$ cat src/rtl/ltssm_timer_bank.sv
// Bank of independent programmable timeout timers for LTSSM state timing.
// Optional per-channel tick prescaler enabled by defining LTSSM_TIMER_PRESCALE_EN.
module ltssm_timer_bank #(
    parameter int unsigned NUM_CH     = 4,
    parameter int unsigned CNT_W      = 32,
    parameter int unsigned PRESCALE_W = 8
) (
    input  logic                         clk_i,
    input  logic                         rst_ni,
    input  logic [NUM_CH-1:0]            start_i,
    input  logic [NUM_CH-1:0]            stop_i,
    input  logic [NUM_CH-1:0]            periodic_i,
    input  logic [NUM_CH*CNT_W-1:0]      timeout_i,
    input  logic [NUM_CH*PRESCALE_W-1:0] prescale_i,
    input  logic [NUM_CH-1:0]            irq_clr_i,
    output logic [NUM_CH-1:0]            busy_o,
    output logic [NUM_CH-1:0]            expired_o,
    output logic [NUM_CH-1:0]            irq_o,
    output logic                         irq_any_o
);

    localparam int unsigned CMP_W = CNT_W + 1;

    typedef enum logic {
        ST_IDLE = 1'b0,
        ST_RUN  = 1'b1
    } state_e;

`ifndef LTSSM_TIMER_PRESCALE_EN
    logic unused_prescale;
    assign unused_prescale = ^prescale_i;
`endif

    for (genvar ch = 0; ch < NUM_CH; ch++) begin : g_ch
        state_e             state_q, state_d;
        logic [CNT_W-1:0]   cnt_q, cnt_d;
        logic [CNT_W-1:0]   tmo_q, tmo_d;
        logic               mode_q, mode_d;
        logic               expired_q, expired_d;
        logic               irq_q, irq_d;
        logic               load_c;
        logic               tick_c;
        logic               hit_c;
        logic [CMP_W-1:0]   cnt_inc_c;

        // Stop always beats a simultaneous start.
        assign load_c = start_i[ch] & ~stop_i[ch];

`ifdef LTSSM_TIMER_PRESCALE_EN
        logic [PRESCALE_W-1:0] psc_q, psc_d;
        logic [PRESCALE_W-1:0] psc_cnt_q, psc_cnt_d;

        assign tick_c = (psc_cnt_q == psc_q);

        always_comb begin
            psc_d     = psc_q;
            psc_cnt_d = psc_cnt_q;
            if (load_c) begin
                psc_d     = prescale_i[ch*PRESCALE_W +: PRESCALE_W];
                psc_cnt_d = '0;
            end else if (state_q == ST_RUN) begin
                psc_cnt_d = tick_c ? '0 : psc_cnt_q + PRESCALE_W'(1);
            end
        end

        always_ff @(posedge clk_i or negedge rst_ni) begin
            if (!rst_ni) begin
                psc_q     <= '0;
                psc_cnt_q <= '0;
            end else begin
                psc_q     <= psc_d;
                psc_cnt_q <= psc_cnt_d;
            end
        end
`else
        assign tick_c = 1'b1;
`endif

        // Widened compare so a timeout of all-ones never wraps; timeout 0 acts as 1.
        assign cnt_inc_c = {1'b0, cnt_q} + CMP_W'(1);
        assign hit_c     = tick_c && (cnt_inc_c >= {1'b0, tmo_q});

        always_comb begin
            state_d   = state_q;
            cnt_d     = cnt_q;
            tmo_d     = tmo_q;
            mode_d    = mode_q;
            expired_d = 1'b0;
            irq_d     = irq_q;

            if (irq_clr_i[ch]) begin
                irq_d = 1'b0;
            end

            unique case (state_q)
                ST_IDLE: begin
                    if (load_c) begin
                        state_d = ST_RUN;
                        cnt_d   = '0;
                        tmo_d   = timeout_i[ch*CNT_W +: CNT_W];
                        mode_d  = periodic_i[ch];
                    end
                end
                ST_RUN: begin
                    if (stop_i[ch]) begin
                        state_d = ST_IDLE;
                    end else if (start_i[ch]) begin
                        cnt_d  = '0;
                        tmo_d  = timeout_i[ch*CNT_W +: CNT_W];
                        mode_d = periodic_i[ch];
                    end else if (hit_c) begin
                        expired_d = 1'b1;
                        irq_d     = 1'b1;
                        cnt_d     = '0;
                        if (!mode_q) begin
                            state_d = ST_IDLE;
                        end
                    end else if (tick_c) begin
                        cnt_d = cnt_inc_c[CNT_W-1:0];
                    end
                end
                default: state_d = ST_IDLE;
            endcase
        end

        always_ff @(posedge clk_i or negedge rst_ni) begin
            if (!rst_ni) begin
                state_q   <= ST_IDLE;
                cnt_q     <= '0;
                tmo_q     <= '0;
                mode_q    <= 1'b0;
                expired_q <= 1'b0;
                irq_q     <= 1'b0;
            end else begin
                state_q   <= state_d;
                cnt_q     <= cnt_d;
                tmo_q     <= tmo_d;
                mode_q    <= mode_d;
                expired_q <= expired_d;
                irq_q     <= irq_d;
            end
        end

        assign busy_o[ch]    = (state_q == ST_RUN);
        assign expired_o[ch] = expired_q;
        assign irq_o[ch]     = irq_q;
    end

    assign irq_any_o = |irq_o;

endmodule

$ cat config.mk
export PLATFORM = sky130hd
export DESIGN_NAME = ltssm_timer_bank
export DESIGN_NICKNAME = d
export VERILOG_FILES = /design/src/rtl/ltssm_timer_bank.sv
export SDC_FILE = /design/constraint.sdc
export NUM_CORES = 1
export LEC_CHECK = 0
export BUFFER_PORTS_ARGS = -buffer_cell sky130_fd_sc_hd__buf_2
export CORE_MARGIN = 4
export CORE_UTILIZATION = 45
export DETAILED_ROUTE_END_ITERATION = 6
export GPL_TIMING_DRIVEN = 1
export PLACE_DENSITY = 0.62
export SLEW_MARGIN = 30
export SYNTH_ARGS = -nofsm -noshare
export SYNTH_HDL_FRONTEND = slang
export SYNTH_SLANG_ARGS = --single-unit
$ cat constraint.sdc
create_clock -name clk_i -period 5.4 [get_ports clk_i]
set_input_delay 0.54 -clock clk_i [delete_from_list [all_inputs] [get_ports clk_i]]
set_output_delay 0.54 -clock clk_i [all_outputs]
set_load 0.01 [all_outputs]
==> results.sh <==
export IMPL_regToRegStartpoint="g_ch[0].cnt_q[4]"
export IMPL_post_dp_cell_area_mm2=0.01680
export IMPL_io_buffers=158
export IMPL_die_w_um=194.4
export IMPL_grt_use_total=0.1846
export IMPL_synth_area_leaders="dfrtp_1 44%, ha_1 11%, nand2_1 5.5%"
export IMPL_fillerInstances=3265
export IMPL_tightest_slew_ns=0.8275
export IMPL_r2r_slack_ns=0.52
export IMPL_cts_tree="done"
export IMPL_num_vias=12180
export IMPL_htreeDepth=1
export IMPL_fin_worst_skew_ns=0.01082
export IMPL_post_drt_via_cell_ratio=5.363
export IMPL_fin_crit_ns=4.876
export IMPL_cts_buffer_depth=3
export IMPL_synthSimpleGateAreaFrac=0.1619
export IMPL_hp_class="primary input to register"
export IMPL_r2r_cells=13
export IMPL_synth_area_mux_share=0.009121
export IMPL_rsz0062_at_grt="false"
export IMPL_slew_violations=0
export IMPL_wl_per_cell_um=15.42
export IMPL_status="completed"
export IMPL_worstSetupStartpoint="g_ch[0].cnt_q[4]"
export IMPL_cts_resized=0
export IMPL_endpoint_kind="register"
export IMPL_syn_area_per_cell_um2=9.319
export IMPL_synthFlopType="dfrtp_1"
export IMPL_syn_to_final_growth_pct=13.13
export IMPL_globalRouteOverflowTotal=0
export IMPL_antenna_found_initial=0
export IMPL_drcViolationCount=0
export IMPL_post_synth_top_count_cell="dfrtp_1"
export IMPL_endpoint="g_ch[0].irq_q"
export IMPL_synth_top_area_cell="dfrtp_1"
export IMPL_timing_rr_end="g_ch[0].irq_q"
export IMPL_cp_num_cells=13
export IMPL_max_freq_mhz=205.1
export IMPL_synth_edf_count=0
export IMPL_cts_buffers=31
export IMPL_synth_top_family_by_area="compound AO/OA/AOI/OAI gates"
export IMPL_final_util=0.5147
export IMPL_ant_nets=0
export IMPL_power_leakage_nw=8.656
export IMPL_slew_limit_headroom=0.4441
export IMPL_worst_path_buf_inv=0
export IMPL_cpPeakStageDelay_ns=0.60
export IMPL_cts_sinks=272
export IMPL_fin_nets=2109
export IMPL_ir_drop_v=0.0002330
export IMPL_cp_start_kind="register"
export IMPL_synth_compound_area_share=0.1635
export IMPL_worstPathArrival_ns=5.38
export IMPL_setup_viol=0
export IMPL_grt_pass1_vias=12090
export IMPL_post_cts_buffers=0
export IMPL_synthTopCellsByCount="272 x dfrtp_1, 228 x nand2_1, 166 x o21ai_0, 146 x inv_1, 132 x ha_1"
export IMPL_cts_root_buffer_cell="clkbuf_16"
export IMPL_clkLatencyLatePin_ns=0.57
export IMPL_die_area_mm2=0.03780
export IMPL_cp_required_ns=5.91
export IMPL_slowest_stage="or4_1"
export IMPL_grt_max_degree=134
export IMPL_final_cell_area_mm2=0.01769
export IMPL_power_density_mw_per_mm2=263.5
export IMPL_hpwl_um=24970
export IMPL_path_cells="and4_1 > nand4_1 > or3_1 > nor4_1 > xor2_1 > ha_1 > nand4_1 > or4_1 > or4_1 > o32a_1 > o2111a_1 > nor3_2 > a21o_1"
export IMPL_ys_async_sr_fraction=1.000
export IMPL_maxCapViolations=0
export IMPL_netlist_instances=1678
export IMPL_n_antenna_cell=0
export IMPL_period_share=0.9030
export IMPL_yosys_warnings=0
export IMPL_initial_utilization=0.4549
export IMPL_ios=191
export IMPL_fp_coreArea_mm2=0.03437
export IMPL_routabilityCongestion=0.8139
export IMPL_synth_top_cell_area_share=0.4353
export IMPL_drtPass1Iterations=4
export IMPL_clk_pin_slew_ns=0.06
export IMPL_synth_xor_area_frac=0.06497
export IMPL_postSynthNetCount=1988
export IMPL_num_rows=68
export IMPL_die_y_um=194.4
export IMPL_drt_iter0_markers=472
export IMPL_synth_cell_area_mm2=0.01564
export IMPL_fin_setup_tns_ns=0
export IMPL_crit_family="simple AND/OR/NAND/NOR gates"
export IMPL_critPathMaxFanout=8
export IMPL_drive_gt1_frac=0.1344
export IMPL_synth_fa_ha_area_frac=0.1056
export IMPL_drt_total_wl_um=35010
export IMPL_finalHoldViolCount=0
export IMPL_synth_cell_types=60
export IMPL_seq_area_frac_synth=0.4353
export IMPL_worst_setup_path_type="register to register"
export IMPL_synth_seq_cells=272
export IMPL_grt_pass1_wl_um=60260
export IMPL_ctsHoldBuffers=1
routing by layer:
layer | track usage | routed length [µm] | up-vias
met4 | 0.03698 | 678 | 0
met5 | 0 | 0 | -
met2 | 0.3026 | 16170 | 165
li1 | - | - | 6125
met3 | 0.02704 | 1196 | 52
met1 | 0.2635 | 16970 | 5837
kinds of logic after synthesis:
kind of cell | Yosys count
AND/OR/NAND/NOR | 521
AO/OA/AOI/OAI | 394
flip-flops | 272
buffers and inverters | 230
adder cells (fa/ha/maj) | 132
XOR/XNOR | 116
multiplexers | 13
cell type report:
type                    count  area [µm²]  share of cell area
clock buffers              42       837.1             0.04732
clock inverters             8       43.79            0.002475
inverters                 146       548.0             0.03098
multi-input cells        1176        7945              0.4491
flip-flops and latches    272        6807              0.3848
well taps                 455       569.3             0.03218
repair buffers            172       940.9             0.05319
worst min-delay path by stage:
stage / start / end / slack, ns / cells after the start
floorplan: rst_ni / g_ch[0].cnt_q[0] / 0.24 / 0
global placement: g_ch[0].irq_q / g_ch[0].irq_q / 0.48 / 1
detailed placement: g_ch[0].irq_q / g_ch[0].irq_q / 0.49 / 1
CTS: irq_clr_i[3] / g_ch[3].irq_q / 0.13 / 2
global route: irq_clr_i[2] / g_ch[2].irq_q / 0.13 / 2
finish: irq_clr_i[3] / g_ch[3].irq_q / 0.16 / 2
state kept, by name, indices dropped and copies added, names as in the netlist:
| name | cells |
|---|---|
| g_ch.irq_q | 4 |
| g_ch.state_q | 4 |
| g_ch.expired_q | 4 |
| g_ch.mode_q | 4 |
| g_ch.tmo_q | 128 |
| g_ch.cnt_q | 128 |
layout by cell type, fill, tap and decap left out, types with 6 or more instances in the layout:
master and n:
buf_4 11, nand4_1 41, mux2_2 10, clkbuf_1 9, nand2_1 228, a21o_1 20
clkbuf_16 31, buf_2 157, ha_1 132, nor2_1 57, and3_1 27, xnor2_1 85
a22o_1 66, nor3_1 29, nor4_1 8, xor2_1 31, inv_1 146, a21oi_1 62
a32o_1 20, dfrtp_1 272, a31oi_1 9, nor3b_1 6, nand2b_1 11, nand3_1 58
clkinv_2 7, o21ai_0 166, or3_1 7, and4_1 22
per-stage QoR:
step / instances / total power [W] / setup WS, ns / hold WS, ns
6_report: 2271 / 0.004662 / 0.5237 / 0.1610
2_1_floorplan: 1678 / 0.002589 / 1.034 / 0.2444
4_1_cts: 2271 / 0.004744 / 0.5218 / 0.1257
3_5_place_dp: 2220 / 0.002810 / 0.5464 / 0.4899
5_1_grt: 2271 / 0.004930 / 0.2401 / 0.1302
3_3_place_gp: 2219 / 0.002785 / 0.6014 / 0.4814
where the power goes:
part	total (W)	internal (W)	switching, W
Combinational	0.000548	0.000203	0.000345
Sequential	0.00222	0.00217	0.0000436
Clock	0.00190	0.00107	0.000830
Power figures use the tool's default switching activity.
